<file path="config.mk">
export PLATFORM = sky130hd
export DESIGN_NAME = sync_fifo_param_flat
export DESIGN_NICKNAME = d
export VERILOG_FILES = /design/src/rtl/sync_fifo_param_if.sv /design/src/rtl/sync_fifo_param.sv /design/src/flat_wrapper.sv
export SDC_FILE = /design/constraint.sdc
export NUM_CORES = 1
export LEC_CHECK = 0
export ABC_AREA = 0
export BUFFER_PORTS_ARGS = -buffer_cell sky130_fd_sc_hd__clkbuf_2
export CAP_MARGIN = 0
export CORE_MARGIN = 4
export CORE_UTILIZATION = 40
export CTS_CLUSTER_SIZE = 16
export DETAILED_ROUTE_END_ITERATION = 10
export SYNTH_ARGS = -nofsm -noshare
export SYNTH_HDL_FRONTEND = slang
export SYNTH_SLANG_ARGS = --single-unit
</file>
<file path="constraint.sdc">
create_clock -name clk -period 3 [get_ports clk]
set_clock_uncertainty 0.15 [all_clocks]
set_input_delay 0.15 -clock clk [delete_from_list [all_inputs] [get_ports clk]]
set_output_delay 0.15 -clock clk [all_outputs]
set_load 0.005 [all_outputs]
</file>
<file path="src/rtl/sync_fifo_param_if.sv">
// rtl/sync_fifo_param_if.sv - producer/consumer bundle for sync_fifo_param
interface sync_fifo_param_if #(
    parameter int WIDTH     = 8,
    parameter int CNT_WIDTH = 5
);
    logic                 wr_en;
    logic [WIDTH-1:0]     wdata;
    logic                 rd_en;
    logic                 clr_err;
    logic [WIDTH-1:0]     rdata;
    logic                 rvalid;
    logic                 full;
    logic                 empty;
    logic                 almost_full;
    logic                 almost_empty;
    logic [CNT_WIDTH-1:0] count;
    logic                 overflow;
    logic                 underflow;

    modport master (
        output wr_en, wdata, rd_en, clr_err,
        input  rdata, rvalid, full, empty, almost_full, almost_empty,
               count, overflow, underflow
    );

    modport slave (
        input  wr_en, wdata, rd_en, clr_err,
        output rdata, rvalid, full, empty, almost_full, almost_empty,
               count, overflow, underflow
    );
endinterface

</file>
<file path="src/rtl/sync_fifo_param.sv">
// rtl/sync_fifo_param.sv - single-clock FIFO, any depth, sticky errors; SYNC_FIFO_FWFT_EN selects fall-through read
module sync_fifo_param #(
    parameter int WIDTH     = 8,
    parameter int DEPTH     = 16,
    parameter int AF_THRESH = DEPTH - 2,
    parameter int AE_THRESH = 2,
    parameter int PTR_WIDTH = $clog2(DEPTH),
    parameter int CNT_WIDTH = $clog2(DEPTH + 1)
) (
    input  logic             clk,
    input  logic             res_n,
    sync_fifo_param_if.slave bus
);

    logic [WIDTH-1:0]     mem [DEPTH];
    logic [PTR_WIDTH-1:0] wr_ptr;
    logic [PTR_WIDTH-1:0] rd_ptr;
    logic [CNT_WIDTH-1:0] count_q;
    logic [CNT_WIDTH-1:0] count_nxt;
    logic                 full_q;
    logic                 empty_q;
    logic                 afull_q;
    logic                 aempty_q;
    logic                 ovf_q;
    logic                 unf_q;
    logic                 wr_acc;
    logic                 rd_acc;

    assign wr_acc = bus.wr_en && !full_q;
    assign rd_acc = bus.rd_en && !empty_q;

    always_comb begin
        count_nxt = count_q;
        case ({wr_acc, rd_acc})
            2'b10:   count_nxt = count_q + CNT_WIDTH'(1);
            2'b01:   count_nxt = count_q - CNT_WIDTH'(1);
            default: count_nxt = count_q;
        endcase
    end

    // Flags come from the next count so they are registered yet never lag occupancy.
    always_ff @(posedge clk or negedge res_n) begin
        if (!res_n) begin
            wr_ptr   <= '0;
            rd_ptr   <= '0;
            count_q  <= '0;
            full_q   <= 1'b0;
            empty_q  <= 1'b1;
            afull_q  <= 1'b0;
            aempty_q <= 1'b1;
            ovf_q    <= 1'b0;
            unf_q    <= 1'b0;
        end else begin
            if (wr_acc)
                wr_ptr <= (wr_ptr == PTR_WIDTH'(DEPTH - 1)) ? '0 : wr_ptr + PTR_WIDTH'(1);
            if (rd_acc)
                rd_ptr <= (rd_ptr == PTR_WIDTH'(DEPTH - 1)) ? '0 : rd_ptr + PTR_WIDTH'(1);
            count_q  <= count_nxt;
            full_q   <= (count_nxt == CNT_WIDTH'(DEPTH));
            empty_q  <= (count_nxt == '0);
            afull_q  <= (count_nxt >= CNT_WIDTH'(AF_THRESH));
            aempty_q <= (count_nxt <= CNT_WIDTH'(AE_THRESH));
            ovf_q    <= (ovf_q && !bus.clr_err) || (bus.wr_en && full_q);
            unf_q    <= (unf_q && !bus.clr_err) || (bus.rd_en && empty_q);
        end
    end

    always_ff @(posedge clk) begin
        if (wr_acc)
            mem[wr_ptr] <= bus.wdata;
    end

`ifdef SYNC_FIFO_FWFT_EN
    assign bus.rdata  = mem[rd_ptr];
    assign bus.rvalid = !empty_q;
`else
    logic [WIDTH-1:0] rdata_q;
    logic             rvalid_q;

    always_ff @(posedge clk or negedge res_n) begin
        if (!res_n) begin
            rdata_q  <= '0;
            rvalid_q <= 1'b0;
        end else begin
            rvalid_q <= rd_acc;
            if (rd_acc)
                rdata_q <= mem[rd_ptr];
        end
    end

    assign bus.rdata  = rdata_q;
    assign bus.rvalid = rvalid_q;
`endif

    assign bus.count        = count_q;
    assign bus.full         = full_q;
    assign bus.empty        = empty_q;
    assign bus.almost_full  = afull_q;
    assign bus.almost_empty = aempty_q;
    assign bus.overflow     = ovf_q;
    assign bus.underflow    = unf_q;

endmodule

</file>
<file path="src/flat_wrapper.sv">
// flat-port wrapper written by rule: the top's interface ports become plain ports
module sync_fifo_param_flat 
#(
    parameter int WIDTH     = 8,
    parameter int DEPTH     = 16,
    parameter int AF_THRESH = DEPTH - 2,
    parameter int AE_THRESH = 2,
    parameter int PTR_WIDTH = $clog2(DEPTH),
    parameter int CNT_WIDTH = $clog2(DEPTH + 1)
)
  (clk, res_n, bus_wr_en, bus_wdata, bus_rd_en, bus_clr_err, bus_rdata, bus_rvalid, bus_full, bus_empty, bus_almost_full, bus_almost_empty, bus_count, bus_overflow, bus_underflow);
  sync_fifo_param_if #(.WIDTH(WIDTH), .CNT_WIDTH(CNT_WIDTH)) bus_i ();
  input  logic clk;
  input  logic res_n;
  input wire logic [$bits(bus_i.wr_en)-1:0] bus_wr_en;
  input wire logic [$bits(bus_i.wdata)-1:0] bus_wdata;
  input wire logic [$bits(bus_i.rd_en)-1:0] bus_rd_en;
  input wire logic [$bits(bus_i.clr_err)-1:0] bus_clr_err;
  output wire logic [$bits(bus_i.rdata)-1:0] bus_rdata;
  output wire logic [$bits(bus_i.rvalid)-1:0] bus_rvalid;
  output wire logic [$bits(bus_i.full)-1:0] bus_full;
  output wire logic [$bits(bus_i.empty)-1:0] bus_empty;
  output wire logic [$bits(bus_i.almost_full)-1:0] bus_almost_full;
  output wire logic [$bits(bus_i.almost_empty)-1:0] bus_almost_empty;
  output wire logic [$bits(bus_i.count)-1:0] bus_count;
  output wire logic [$bits(bus_i.overflow)-1:0] bus_overflow;
  output wire logic [$bits(bus_i.underflow)-1:0] bus_underflow;
  assign bus_i.wr_en = bus_wr_en;
  assign bus_i.wdata = bus_wdata;
  assign bus_i.rd_en = bus_rd_en;
  assign bus_i.clr_err = bus_clr_err;
  assign bus_rdata = bus_i.rdata;
  assign bus_rvalid = bus_i.rvalid;
  assign bus_full = bus_i.full;
  assign bus_empty = bus_i.empty;
  assign bus_almost_full = bus_i.almost_full;
  assign bus_almost_empty = bus_i.almost_empty;
  assign bus_count = bus_i.count;
  assign bus_overflow = bus_i.overflow;
  assign bus_underflow = bus_i.underflow;
  sync_fifo_param #(.WIDTH(WIDTH), .DEPTH(DEPTH), .AF_THRESH(AF_THRESH), .AE_THRESH(AE_THRESH), .PTR_WIDTH(PTR_WIDTH), .CNT_WIDTH(CNT_WIDTH)) u_core (.clk(clk), .res_n(res_n), .bus(bus_i));
endmodule
</file>
==> results of run 1 <==
## critical path, cell delays in order, from the launching register on
cell      delay [ns]
dfrtp_1         0.39
nor2b_1         0.20
inv_1           0.15
nand2_2         0.14
xnor2_1         0.07
ha_1            0.21
a21oi_1         0.16
a21boi_0        0.35
nor3_1          0.14
and3_1          0.20
o21bai_1        0.20
nor3b_1         0.07
## flip-flops by register name, indices dropped and copies added, names as in the netlist, 4 cells and up
register	flops
u_core.bus.count	5
u_core.bus.rdata	8
u_core.mem	128
u_core.rd_ptr	4
u_core.wr_ptr	4
## logic make-up (layout without fill, tap and decap cells)
family,Yosys count,after routing
flip-flops,156,156
AND/OR/NAND/NOR,78,78
multiplexers,41,41
AO/OA/AOI/OAI,28,28
buffers and inverters,25,83
adder cells (fa/ha/maj),7,7
XOR/XNOR,7,7
## power by group
group	switching [mW]	leakage [nW]	total, mW	internal, mW
logic	0.929	0.802	1.92	0.988
registers	0.331	1.49	3.02	2.69
clock network	0.844	0.267	2.03	1.18
## cell usage after synthesis, types with 2 or more instances
library cell	instances
nor2_1	3
a21oi_1	8
o21ai_0	9
dfrtp_1	26
nand3_1	4
nor3b_1	2
edfxtp_1	128
buf_6	4
mux4_2	40
and3_1	2
and2_1	16
nand4_1	2
nand2_1	39
inv_1	9
xor2_1	2
dfstp_2	2
nor3_1	5
xnor2_1	4
or3_1	2
ha_1	7
a21o_1	2
clkbuf_1	9
## per-layer routing
metal | track usage (%) | up-vias | wire [um]
met1 | 20.83 | 1679 | 5544
met5 | 0 | - | 0
met2 | 24.29 | 74 | 6343
li1 | - | 1423 | -
met3 | 3.550 | 15 | 528
met4 | 5.829 | 0 | 186
## layout make-up
cell class	count	area share (%)
Sequential cell	156	62.26
Multi-Input combinational cell	161	22.15
Clock buffer	19	6.201
Timing Repair Buffer	42	3.700
Tap cell	211	3.614
Clock inverter	13	1.610
Inverter	9	0.4625
## worst paths after layout
kind                                                        end                            start  slack (ns)
min in group asynchronous       u_core.bus.rdata[4]$_DFFE_PN0P_                            res_n        0.19
worst min-delay path                u_core.mem[10][7]$_DFFE_PP_                     bus_wdata[7]        0.02
worst min register to register  u_core.bus.rdata[0]$_DFFE_PN0P_  u_core.bus.rdata[0]$_DFFE_PN0P_        0.32
max in group asynchronous          u_core.rd_ptr[0]$_DFFE_PN0P_                            res_n        1.97
worst max register to register        u_core.bus.full$_DFF_PN0_        u_core.bus.full$_DFF_PN0_        0.43
worst max-delay path                  u_core.bus.full$_DFF_PN0_        u_core.bus.full$_DFF_PN0_        0.43
==> impl_metrics.env, run 1 <==
export IMPL_hold_class="in2reg"
export IMPL_syn_area_per_cell_um2=18.40
export IMPL_cp_max_fo=6
export IMPL_cp_data_required_time_ns=3.15
export IMPL_clk_pin_slew_ns=0.06
export IMPL_clock_root_buffer="clkbuf_16"
export IMPL_grt_setup_unrepaired="false"
export IMPL_ys_async_sr_fraction_pct=17.95
export IMPL_num_antenna_cells=0
export IMPL_synth_top_cell_by_area="edfxtp_1"
export IMPL_cts_resized=0
export IMPL_viasPerCell=5.223
export IMPL_hold_depth=1
export IMPL_tightestPinTransition_ns=0.7745
export IMPL_wl_um=12600
export IMPL_synthAdderAreaFrac_pct=1.392
export IMPL_start_kind="flip-flop"
export IMPL_nFillCells=1295
export IMPL_synth_area_leaders="edfxtp_1 61%, mux4_2 14%, dfrtp_1 10%"
export IMPL_cts_sink_count=156
export IMPL_grt_max_degree=37
export IMPL_avgRoutedWirePerCell_um=20.63
export IMPL_drc=0
export IMPL_synth_top_area_share_pct=61.07
export IMPL_maxCapViolations=0
export IMPL_numCtsBuffers=17
export IMPL_synth_seq_cells=156
export IMPL_dp_cells=575
export IMPL_setup_viol=0
export IMPL_final_core_util_pct=47.70
export IMPL_grt_overflow=0
export IMPL_period_share_pct=85.60
export IMPL_final_hold_viol_count=0
export IMPL_drtIter0Drc=237
export IMPL_die_w_um=133.4
export IMPL_gp_congestion=0.8113
export IMPL_dpl_instance_area_um2=6694
export IMPL_slew_viol_final=0
export IMPL_crit_arrival_ns=2.71
export IMPL_fin_hold_ws_ns=0.02465
export IMPL_dieArea_um2=17800
export IMPL_ir_worst_vdd_mv=0.4399
export IMPL_yosys_area_share_simple_pct=5.944
export IMPL_fin_cells=611
export IMPL_rows=45
export IMPL_drtAntennaViolNets=0
export IMPL_layout_commonest_cell="edfxtp_1"
export IMPL_h_tree_depth=4
export IMPL_synth_fp_nets=362
export IMPL_clkLatencyLatePin_ns=0.42
export IMPL_ios=33
export IMPL_leakage_nw=2.563
export IMPL_multiInputGateArea_um2=1618
export IMPL_dpl_hpwl_um=8413
export IMPL_final_cell_mix="128 x edfxtp_1, 40 x mux4_2, 39 x nand2_1"
export IMPL_yosysSeqAreaShare_pct=72.25
export IMPL_synth_xor_area_share_pct=1.093
export IMPL_dr_total_vias=3191
export IMPL_drive_above_1_share_pct=29.25
export IMPL_die_h_um=133.4
export IMPL_io_buffers=32
export IMPL_area_growth_pct=16.06
export IMPL_pre_cts_slack_ns=0.4801
export IMPL_fin_nets=407
export IMPL_clockBufferDepth=2
export IMPL_synth_area_mux_share_pct=14.49
export IMPL_synth_top_family_by_area="multiplexers"
export IMPL_grt_pass1_vias=3277
export IMPL_power_mw=6.967
export IMPL_cts_setup_buffers=0
export IMPL_synthFlopType="edfxtp_1"
export IMPL_endpoint_kind="flip-flop"
export IMPL_fmax_mhz=389.4
export IMPL_synth_cell_type_count=39
export IMPL_p_per_area_nw_per_um2=953.8
export IMPL_initial_utilization_pct=41.09
export IMPL_cts_tree="yes"
export IMPL_finalCriticalPeriod_ns=2.568
export IMPL_core_area_um2=15310
export IMPL_reg2regPathDepth=11
export IMPL_syn_area_um2=6294
export IMPL_final_setup_tns_ns=0
export IMPL_yosysWarnings=0
export IMPL_cts_hold_buf=4
export IMPL_status="finished clean"
export IMPL_seq_area_um2=4548
export IMPL_synth_compound_area_share_pct=2.783
export IMPL_crit_type="reg2reg"
export IMPL_synth_cells=342
export IMPL_design_area_um2=7305
export IMPL_dr_pass1_iters=4
export IMPL_antenna_found_initial=0
export IMPL_grt_usage_pct=15.33
export IMPL_synth_edf_count=128
export IMPL_setup_ws_ns=0.4320
export IMPL_maxSlewHeadroom_pct=48.36
export IMPL_grt_pass1_wl_um=19950
(Power assumes the default switching activity.)
==> run 2, diff against run 1 <==
--- a/config.mk
+++ b/config.mk
@@ -12,6 +12,7 @@
 export CORE_UTILIZATION = 40
 export CTS_CLUSTER_SIZE = 16
 export DETAILED_ROUTE_END_ITERATION = 10
+export RECOVER_POWER = 50
 export SYNTH_ARGS = -nofsm -noshare
 export SYNTH_HDL_FRONTEND = slang
 export SYNTH_SLANG_ARGS = --single-unit
==> run 2 against run 1 <==
  * Cell count is the same
  * Worst setup slack lost 0.0055 ns
  * Wire length shrank 0.44%
  * Critical path type unchanged
  * Power is essentially flat
  * Maximum frequency shrank 0.21%
  * Sequential share of layout area grew 0.17 points
  * Global-route usage is the same
  * Via count grew 0.16%
  * Sequential power is essentially flat
  * The run now ends with max-capacitance violations, max-slew violations left
==> impl_metrics.env, run 2 (synthesis results as in run 1) <==
export IMPL_drive_above_1_share_pct=25.00
export IMPL_ff2ff_setup_slack_ns=0.43
export IMPL_rr_endpoint="u_core.bus.full$_DFF_PN0_"
export IMPL_drc=0
export IMPL_h_tree_depth=4
export IMPL_ios=33
export IMPL_maxCapViolations=1
export IMPL_dieArea_um2=17800
export IMPL_grt_pass1_wl_um=19950
export IMPL_wl_um=12550
export IMPL_viasPerCell=5.231
export IMPL_maxSlewHeadroom_pct=-13.33
export IMPL_clockBufferDepth=2
export IMPL_die_w_um=133.4
export IMPL_fmax_mhz=388.6
export IMPL_final_cell_mix="128 x edfxtp_1, 40 x mux4_2, 39 x nand2_1"
export IMPL_leakage_nw=2.515
export IMPL_clkLatencyLatePin_ns=0.42
export IMPL_largest_reg_flops=128
export IMPL_start_kind="flip-flop"
export IMPL_endpoint_kind="flip-flop"
export IMPL_clock_power_share_pct=29.1
export IMPL_fin_nets=407
export IMPL_gp_congestion=0.8113
export IMPL_fin_hold_ws_ns=0.1264
export IMPL_hold_class="in2reg"
export IMPL_setup_viol=0
export IMPL_rr_startpoint="u_core.bus.full$_DFF_PN0_"
export IMPL_cts_setup_buffers=0
export IMPL_cp_data_required_time_ns=3.15
export IMPL_top_register="u_core.mem"
export IMPL_grt_setup_unrepaired="false"
export IMPL_power_switching_mw=2.110
export IMPL_violations="max-capacitance violations, max-slew violations"
export IMPL_seq_area_um2=4548
export IMPL_layout_commonest_cell="edfxtp_1"
export IMPL_power_frac_comb_pct=27.4
export IMPL_rows=45
export IMPL_cts_hold_buf=4
export IMPL_hp_start="bus_wdata[7]"
export IMPL_slew_viol_final=29
export IMPL_swShare_pct=30.32
export IMPL_drtAntennaViolNets=0
export IMPL_clock_root_buffer="clkbuf_16"
export IMPL_cts_sink_count=156
export IMPL_core_area_um2=15310
export IMPL_grt_overflow=0
export IMPL_dp_cells=575
export IMPL_p_per_area_nw_per_um2=955.6
export IMPL_multiInputGateArea_um2=1618
export IMPL_clk_pin_slew_ns=0.06
export IMPL_grt_max_degree=37
export IMPL_reg2regPathDepth=11
export IMPL_grt_usage_pct=15.33
export IMPL_p_int_mw=4.850
export IMPL_fin_cells=611
export IMPL_cp_max_fo=6
export IMPL_die_h_um=133.4
export IMPL_initial_utilization_pct=41.09
export IMPL_cts_resized=0
export IMPL_num_antenna_cells=0
export IMPL_dpl_hpwl_um=8413
export IMPL_ir_worst_vdd_mv=0.4367
export IMPL_final_setup_tns_ns=0
export IMPL_finalCriticalPeriod_ns=2.574
export IMPL_cts_tree="yes"
export IMPL_nFillCells=1301
export IMPL_crit_type="reg2reg"
export IMPL_io_buffers=32
export IMPL_period_share_pct=85.78
export IMPL_status="finished with violations"
export IMPL_final_hold_viol_count=0
export IMPL_dr_pass1_iters=4
export IMPL_hold_path_end="u_core.mem[10][7]$_DFFE_PP_"
export IMPL_antenna_found_initial=0
export IMPL_tightestPinTransition_ns=1.700
export IMPL_avgRoutedWirePerCell_um=20.53
export IMPL_seq_power_share_pct=43.4
export IMPL_drtIter0Drc=232
export IMPL_grt_pass1_vias=3277
export IMPL_dr_total_vias=3196
export IMPL_crit_arrival_ns=2.72
export IMPL_area_growth_pct=15.75
export IMPL_hold_depth=1
export IMPL_numCtsBuffers=17
-- run 2: cell counts in the layout (fill, tap and decap cells not counted) --
No cell type changed its count.
-- run 2: worst max path at each step --
stage	from	endpoint	slack (ns)	cells after the start
after floorplan	u_core.bus.empty$_DFF_PN1_	u_core.bus.full$_DFF_PN0_	0.45	8
after detailed placement	u_core.bus.empty$_DFF_PN1_	u_core.bus.full$_DFF_PN0_	0.48	11
final	u_core.bus.full$_DFF_PN0_	u_core.bus.full$_DFF_PN0_	0.43	11
after CTS	u_core.bus.full$_DFF_PN0_	u_core.bus.full$_DFF_PN0_	0.45	11
after global routing	u_core.bus.full$_DFF_PN0_	u_core.bus.full$_DFF_PN0_	0.13	11
after global placement	u_core.bus.full$_DFF_PN0_	u_core.bus.full$_DFF_PN0_	0.51	11
-- run 2: through the flow --
| step | instance area (um2) | util (%) | setup slack (ns) | power [mW] |
|---|---|---|---|---|
| floorplan | 6294 | - | 0.4456 | 4.374 |
| global placement | 6694 | 43.71 | 0.5068 | 4.976 |
| detailed placement | 6694 | 43.71 | 0.4801 | 5.013 |
| CTS | 7305 | 47.70 | 0.4537 | 7.056 |
| global route | 7284 | 47.57 | 0.1293 | 7.355 |
| finish | 7284 | 47.57 | 0.4265 | 6.961 |
-- run 2: power groups by stage --
stage / clock, mW / combinational [mW] / sequential (mW)
after floorplan: 0 / 1.50 / 2.88
after global placement: 0 / 1.91 / 3.06
after detailed placement: 0 / 1.94 / 3.08
after CTS: 2.07 / 1.95 / 3.04
after global routing: 2.18 / 2.10 / 3.07
final: 2.03 / 1.91 / 3.02
-- run 2: layout make-up --
class / instances / share of cell area [%]
Clock buffer: 19 / 6.218
Clock inverter: 13 / 1.615
Inverter: 9 / 0.4638
Multi-Input combinational cell: 161 / 22.21
Sequential cell: 156 / 62.44
Tap cell: 211 / 3.624
Timing Repair Buffer: 42 / 3.435
-- run 2: per-layer routing --
layer  global-route usage [%]  up-vias  wire length, um
met5                        0        -                0
met2                    24.29      100             6259
met1                    20.83     1660             5311
met3                    3.550       13              799
met4                    5.829        0              175
li1                         -     1423                -
-- run 2: critical path, stage by stage (launching register included) --
cell and delay [ns]:
dfrtp_1 0.39, nor2b_1 0.21, inv_1 0.15, nand2_2 0.14
xnor2_1 0.07, ha_1 0.21, a21oi_1 0.16, a21boi_0 0.35
nor3_1 0.14, and3_1 0.20, o21bai_1 0.19, nor3b_1 0.07
